===== config.mk =====
export PLATFORM = sky130hd
export DESIGN_NAME = flex_stp_word
export DESIGN_NICKNAME = d
export VERILOG_FILES = /design/src/rtl/flex_pkg.sv /design/src/rtl/flex_bit_counter.sv /design/src/rtl/flex_stp_word.sv
export SDC_FILE = /design/constraint.sdc
export NUM_CORES = 1
export LEC_CHECK = 0
export CAP_MARGIN = 40
export CORE_UTILIZATION = 35
export DETAILED_ROUTE_END_ITERATION = 16
export PLACE_DENSITY = 0.7
export SKIP_LAST_GASP = 1
export SLEW_MARGIN = 20
export SYNTH_ARGS = -nofsm -noshare
export SYNTH_HDL_FRONTEND = slang
export SYNTH_SLANG_ARGS = --single-unit
export TNS_END_PERCENT = 20

===== constraint.sdc =====
create_clock -name clk -period 1.8 [get_ports clk]
set_clock_uncertainty 0.2 [all_clocks]
set_input_delay 0.36 -clock clk [delete_from_list [all_inputs] [get_ports clk]]
set_output_delay 0.36 -clock clk [all_outputs]
set_load 0.05 [all_outputs]

===== src/rtl/flex_pkg.sv =====
// Shared types, defaults and helpers for the flex serial-to-parallel family.
package flex_pkg;

  localparam logic DEFAULT_RST_VAL = 1'b1;

  typedef enum logic {
    ORDER_LSB_FIRST = 1'b0,
    ORDER_MSB_FIRST = 1'b1
  } shift_order_e;

  // Counter width that never collapses to zero bits.
  function automatic int unsigned clog2_min1(input int unsigned n);
    int unsigned w;
    w = $clog2(n);
    return (w < 1) ? 1 : w;
  endfunction

endpackage


===== src/rtl/flex_bit_counter.sv =====
// Up-counter wrapping at a parameterised value; flags the wrapping increment.
module flex_bit_counter
  import flex_pkg::*;
#(
  parameter int unsigned CNT_W        = 3,
  parameter int unsigned ROLLOVER_VAL = 7
) (
  input  logic             clk,
  input  logic             n_rst,
  input  logic             clear,
  input  logic             count_enable,
  output logic [CNT_W-1:0] count,
  output logic             rollover_flag
);

  localparam logic [CNT_W-1:0] Rollover = CNT_W'(ROLLOVER_VAL);

  logic [CNT_W-1:0] count_q, count_d;

  assign rollover_flag = count_enable && (count_q == Rollover);
  assign count         = count_q;

  always_comb begin
    count_d = count_q;
    if (clear) begin
      count_d = '0;
    end else if (count_enable) begin
      count_d = rollover_flag ? '0 : count_q + 1'b1;
    end
  end

  always_ff @(posedge clk or negedge n_rst) begin
    if (!n_rst) begin
      count_q <= '0;
    end else begin
      count_q <= count_d;
    end
  end

endmodule


===== src/rtl/flex_stp_word.sv =====
// Serial-to-parallel word assembler with a valid/ready holding register and
// sticky overrun flag. All outputs are registered.
module flex_stp_word
  import flex_pkg::*;
#(
  parameter int unsigned NUM_BITS = 8,
  parameter logic        RST_VAL  = DEFAULT_RST_VAL,
  localparam int unsigned CNT_W   = clog2_min1(NUM_BITS)
) (
  input  logic                clk,
  input  logic                n_rst,
  input  logic                clear,
  input  logic                shift_enable,
  input  logic                serial_in,
  input  logic                msb_first,
  input  logic                word_ready,
  output logic [NUM_BITS-1:0] shift_out,
  output logic [CNT_W-1:0]    bit_count,
  output logic [NUM_BITS-1:0] word_out,
  output logic                word_valid,
  output logic                overrun
);

  localparam logic [NUM_BITS-1:0] FillVal = {NUM_BITS{RST_VAL}};

  shift_order_e        order;
  logic [NUM_BITS-1:0] shift_q, shift_d, shift_next;
  logic [NUM_BITS-1:0] word_q, word_d;
  logic                valid_q, valid_d;
  logic                overrun_q, overrun_d;
  logic                word_done;

  assign order = shift_order_e'(msb_first);

  always_comb begin
    shift_next = shift_q;
    unique case (order)
      ORDER_MSB_FIRST: shift_next = {shift_q[NUM_BITS-2:0], serial_in};
      ORDER_LSB_FIRST: shift_next = {serial_in, shift_q[NUM_BITS-1:1]};
      default:         shift_next = shift_q;
    endcase
  end

  flex_bit_counter #(
    .CNT_W       (CNT_W),
    .ROLLOVER_VAL(NUM_BITS - 1)
  ) u_bit_counter (
    .clk          (clk),
    .n_rst        (n_rst),
    .clear        (clear),
    .count_enable (shift_enable),
    .count        (bit_count),
    .rollover_flag(word_done)
  );

  // A completion wins over a same-cycle consume: the new word stays valid.
  always_comb begin
    shift_d   = shift_q;
    word_d    = word_q;
    valid_d   = valid_q;
    overrun_d = overrun_q;
    if (clear) begin
      shift_d   = FillVal;
      word_d    = FillVal;
      valid_d   = 1'b0;
      overrun_d = 1'b0;
    end else begin
      if (shift_enable) begin
        shift_d = shift_next;
      end
      if (word_done) begin
        word_d  = shift_next;
        valid_d = 1'b1;
        if (valid_q && !word_ready) begin
          overrun_d = 1'b1;
        end
      end else if (valid_q && word_ready) begin
        valid_d = 1'b0;
      end
    end
  end

  always_ff @(posedge clk or negedge n_rst) begin
    if (!n_rst) begin
      shift_q   <= FillVal;
      word_q    <= FillVal;
      valid_q   <= 1'b0;
      overrun_q <= 1'b0;
    end else begin
      shift_q   <= shift_d;
      word_q    <= word_d;
      valid_q   <= valid_d;
      overrun_q <= overrun_d;
    end
  end

  assign shift_out  = shift_q;
  assign word_out   = word_q;
  assign word_valid = valid_q;
  assign overrun    = overrun_q;

endmodule

==> impl_metrics.json, run 1 <==
{
  "status": "complete, no violations",
  "cts_sinks": 21,
  "drc_errors": 0,
  "syn_inst": 82,
  "cpMostUsedCell": "ha_1",
  "io_pins": 28,
  "dieHeight_um": 54.6,
  "clkTransAtPathRegs_ps": 120,
  "dp_hpwl_um": 1480,
  "fmax_ghz": 0.586,
  "numCtsBuffers": 3,
  "syn-num-nets": 91,
  "gp_congestion": 0.771,
  "hold_viol_final": 0,
  "synth.cell_area_um2": 970,
  "finalNetCount": 121,
  "firstDrtPassIters": 4,
  "drt_iter0_markers": 11,
  "worst_pin_slew_ps": 528,
  "cp.required_ps": 1840,
  "slew_viol_final": 0,
  "rsz0062_at_grt": "no",
  "grt_max_degree": 22,
  "root_buffer": "clkbuf_4",
  "path_cells": "ha_1 -> ha_1 -> or3b_1 -> a21oi_2",
  "synth-edff-count": 0,
  "routed_wl_um": 2070,
  "ys.warnings.count": 0,
  "finalCritPeriodShare": 0.948,
  "antennaDiodeCount": 0,
  "ys_dominant_reg_cell": "dfstp_2",
  "grt.overflow.total": 0,
  "wl_per_cell_um": 14.7,
  "cts_hold_buf": 0,
  "post-cts-setup-buffers": 0,
  "setup.worst_path.end_class": "register",
  "cts_resized": 0,
  "setup_violations": 0,
  "syn_area_per_cell_um2": 11.8,
  "core_mm2": 0.00254,
  "antenna_found_initial": 0,
  "holdWs_ps": 184,
  "path_class": "register to register",
  "layoutNonFillerInstCount": 141,
  "grtUsageTotal": 0.164,
  "ir_drop_uv": 473,
  "placed_cells": 137,
  "area_growth_pct": 56.8,
  "cts_tree": "yes",
  "cp-start-kind": "register",
  "cp_top_family": "adder cells",
  "crit_fanout": 6,
  "vias_per_cell": 5.25,
  "dieWidth_um": 54.6,
  "finalPower_uw": 840,
  "first_global_vias": 757,
  "clock_path_buffers": 2,
  "post-route-util": 0.597,
  "crit_path_max_incr_delay_ps": 460,
  "htree_levels": 1,
  "vias": 740,
  "pwr_density_cell_mw_per_mm2": 553,
  "numPortBuffers": 27,
  "fin_crit_ps": 1710,
  "slowest_stage": "dfrtp_2",
  "p_leak_uw": 0.000646,
  "crit_arrival_ps": 1750,
  "grt_pass1_wl_um": 3370,
  "synth-seq-cells": 21,
  "dieArea_mm2": 0.00298,
  "hold_class": "input port to asynchronous set/reset pin",
  "netlist-cell-type-count": 23,
  "yosysSeqAreaShare": 0.563,
  "max-slew-margin-rel": 0.647,
  "start_util": 0.381,
  "ant_nets": 0,
  "final.setup.tns_ps": 0,
  "rows": 18,
  "crit_buf_inv": 0,
  "drive_above_1_share": 0.459,
  "clock_latency_ps": 310,
  "async_reset_ff_frac": 1.00,
  "cap_violations": 0
}
routing by layer:
metal	part of all wire	wire (µm)	track usage
met1	0.48	1000	0.210
met2	0.45	933	0.265
met3	0.050	104	0.0278
met4	0.015	31	0.0769
met5	0	0	0
path summary, 6_finish.rpt:
path | start | to | slack [ps] | cells after the start
min | n_rst | overrun | 180 | 2
max reg2reg | u_bit_counter.count[0] | u_bit_counter.count[0] | 90 | 4
max | u_bit_counter.count[0] | u_bit_counter.count[0] | 90 | 4
min reg2reg | word_out[4] | word_out[4] | 340 | 2
min in group clk | word_out[4] | word_out[4] | 340 | 2
max in group asynchronous | n_rst | shift_out[7] | 940 | 2
cell type report:
type / instances / area [µm²]
fill: 219 / 1020
sequential: 21 / 548
timing repair buffer: 32 / 518
multi-input combinational: 53 / 385
tap: 30 / 37.5
clock buffer: 3 / 22.5
clock inverter: 1 / 5.00
inverter: 1 / 3.75
registers in the layout, summed over array words and instances, names as in the netlist:
name                 flops
shift_out                8
word_out                 8
u_bit_counter.count      3
overrun                  1
word_valid               1
placed cells by master, fill, tap and decap left out, types with 3 or more instances in the layout:
cell type,count
buf_12,21
a2bb2oi_1,6
a22oi_1,7
mux2i_1,8
dfstp_2,16
a21oi_1,6
nand2b_1,4
dfrtp_1,3
clkdlybuf4s50_1,6
buf_4,5
clkbuf_4,3
nor2_1,8
metrics by stage:
| stage | setup slack, ps | area (µm²) |
|---|---|---|
| 6_report | 93.2 | 1520 |
| 5_1_grt | 15.8 | 1520 |
| 4_1_cts | 76.6 | 1510 |
| 3_5_place_dp | -93.4 | 1490 |
| 3_3_place_gp | -22.2 | 1490 |
| 2_1_floorplan | 76.9 | 972 |
Yosys cell counts, types with 2 or more instances:
cell / instances / area [µm²]
dfstp_2: 16 / 420
a22oi_1: 8 / 60.1
mux2i_1: 8 / 80.1
nor2_1: 8 / 30.0
a21oi_1: 6 / 30.0
a2bb2oi_1: 6 / 52.6
dfrtp_1: 5 / 125
nand2b_1: 4 / 25.0
buf_2: 3 / 15.0
clkbuf_1: 2 / 7.51
ha_1: 2 / 25.0
nand3b_1: 2 / 15.0
nor3_1: 2 / 10.0
logic make-up after synthesis:
family,synth area share
flops,0.563
buf+inv,0.0464
mux,0.0826
fa+ha+maj,0.0258
simple gates,0.126
compound gates,0.156
report_power, final:
part           leakage, µW  total, µW  switching [µW]  internal [µW]
Sequential        0.000234        491            8.98            482
Combinational     0.000394        119            61.0           57.5
Clock            0.0000177        230             147           83.1
Total             0.000646        840             217            623
Power figures use the tool's default switching activity.
==> inputs of run 2 (changes only) <==
- CORE_MARGIN: not set -> 2
- TNS_END_PERCENT: 20 -> 100
==> run 2 against run 1 <==
Setup slack gained 13 ps. Clock power is 5% lower. Combinational power hardly changed. Core utilization decreased by 2.8 points. Register-to-register slack barely moved. Die area rose by 7.5%. Count of clock-buffer cells in the layout up 1. Global-route usage shrank 0.80 points. Total power fell by 0.93%. Non-clock buffer count up 2. Fmax increased by 0.74%. Critical endpoint unchanged. Largest cell class unchanged.
==> impl_metrics.json, run 2 (synthesis results as in run 1) <==
{
  "routed_wl_um": 2230,
  "start_util": 0.361,
  "grt.overflow.total": 0,
  "setup_violations": 0,
  "nFillCells": 251,
  "dp_hpwl_um": 1640,
  "cts_sinks": 21,
  "cp-start-kind": "register",
  "max-slew-margin-rel": 0.771,
  "r2r_cells": 4,
  "rows": 19,
  "switchingPower_uw": 203,
  "antenna_found_initial": 0,
  "first_global_vias": 784,
  "core_mm2": 0.00269,
  "swShare": 0.244,
  "status": "complete, no violations",
  "finalNetCount": 123,
  "cp.required_ps": 1830,
  "io_pins": 28,
  "drt_iter0_markers": 9,
  "root_buffer": "clkbuf_4",
  "antennaDiodeCount": 0,
  "clock_path_buffers": 2,
  "slowest_stage": "dfrtp_2",
  "gp_congestion": 0.743,
  "pre_cts_slack_ps": 28.4,
  "path_cells": "ha_1 -> ha_1 -> or3b_1 -> a21oi_2",
  "fin_crit_ps": 1690,
  "crit_path_max_incr_delay_ps": 460,
  "hold_class": "input port to asynchronous set/reset pin",
  "intPower_uw": 629,
  "combPwrFrac": 0.147,
  "rsz0062_at_grt": "no",
  "setup.worst_path.end_class": "register",
  "numCtsBuffers": 3,
  "wl_per_cell_um": 15.5,
  "pwr_density_cell_mw_per_mm2": 544,
  "hold_viol_final": 0,
  "area_growth_pct": 57.8,
  "path_class": "register to register",
  "drive_above_1_share": 0.451,
  "setup_ws_ps": 106,
  "holdWs_ps": 196,
  "grt_max_degree": 22,
  "post-cts-setup-buffers": 0,
  "layout_common_cells": "buf_12, dfstp_2, nor2_1, mux2i_1, a22oi_1",
  "ir_drop_uv": 522,
  "crit_cells": 4,
  "layout_commonest_cell": "buf_12",
  "final.setup.tns_ps": 0,
  "cp_top_family": "flip-flops",
  "cpMostUsedCell": "ha_1",
  "clock_power_share": 0.262,
  "grt_pass1_wl_um": 3870,
  "p_leak_uw": 0.000652,
  "crit_arrival_ps": 1730,
  "seqPwrFrac": 0.591,
  "crit_buf_inv": 0,
  "cts_hold_buf": 0,
  "ant_nets": 0,
  "grtUsageTotal": 0.156,
  "cts_tree": "yes",
  "firstDrtPassIters": 2,
  "vias_per_cell": 5.27,
  "seqCellArea_um2": 548,
  "slew_viol_final": 0,
  "clock_latency_ps": 290,
  "multi_input_area_um2": 380,
  "htree_levels": 1,
  "finalCritPeriodShare": 0.941,
  "clkTransAtPathRegs_ps": 110,
  "dieWidth_um": 56.6,
  "drc_errors": 0,
  "vias": 759,
  "numPortBuffers": 27,
  "worst_pin_slew_ps": 343,
  "dieArea_mm2": 0.00321,
  "crit_fanout": 6,
  "dieHeight_um": 56.6,
  "cap_violations": 0,
  "fmax_ghz": 0.590
}
run 2: cell count changes in the layout (fill, tap and decap cells not counted):
| cell | previous run | this run |
|---|---|---|
| clkinv_2 | 1 | 0 |
| clkbuf_1 | 0 | 1 |
| buf_4 | 5 | 7 |
| a22oi_1 | 7 | 8 |
| a22oi_2 | 1 | 0 |
run 2: worst paths after layout:
| path | to | start | slack (ps) |
|---|---|---|---|
| setup / recovery | u_bit_counter.count[0] | u_bit_counter.count[0] | 110 |
| hold reg to reg | word_out[6] | word_out[6] | 340 |
| setup reg to reg | u_bit_counter.count[0] | u_bit_counter.count[0] | 110 |
| max in group asynchronous | shift_out[2] | n_rst | 930 |
| min in group clk | word_out[6] | word_out[6] | 340 |
| hold / removal | u_bit_counter.count[0] | n_rst | 200 |
run 2: power groups by stage:
stage | combinational (µW) | clock [µW] | sequential, µW
finish | 122 | 218 | 491
global route | 131 | 250 | 493
CTS | 123 | 228 | 492
detailed placement | 122 | 0 | 499
global placement | 121 | 0 | 499
floorplan | 40.9 | 0 | 516
run 2: cell type report:
cell class | instances | share of cell area
clock buffer | 4 | 0.0172
multi-input combinational | 53 | 0.249
tap | 31 | 0.0253
inverter | 1 | 0.00245
timing repair buffer | 34 | 0.348
sequential | 21 | 0.358
run 2: metrics by stage:
stage | utilization | cells | cell area, µm² | power (µW)
global placement | 0.559 | 140 | 1500 | 619
finish | 0.570 | 144 | 1530 | 832
global route | 0.570 | 144 | 1530 | 873
detailed placement | 0.559 | 140 | 1500 | 622
floorplan | - | 82 | 972 | 557
CTS | 0.569 | 144 | 1530 | 843
run 2: worst register-to-register path, cell delays in order (launching register included):
cell	delay [ps]
dfrtp_2	460
ha_1	210
ha_1	240
or3b_1	400
a21oi_2	120
run 2: metal layers:
layer | global-route usage | part of all wire | up-vias
li1 | - | - | 357
met1 | 0.220 | 0.46 | 375
met2 | 0.233 | 0.48 | 25
met3 | 0.0415 | 0.057 | 2
met4 | 0.0476 | 0.0045 | 0
met5 | 0 | 0 | -
run 2: repair_timing:
| action | in CTS | in global routing |
|---|---|---|
| gates resized for setup | 0 | 1 |
| endpoints found under the setup margin | 0 | 3 |
| hold endpoints to repair | 0 | 0 |
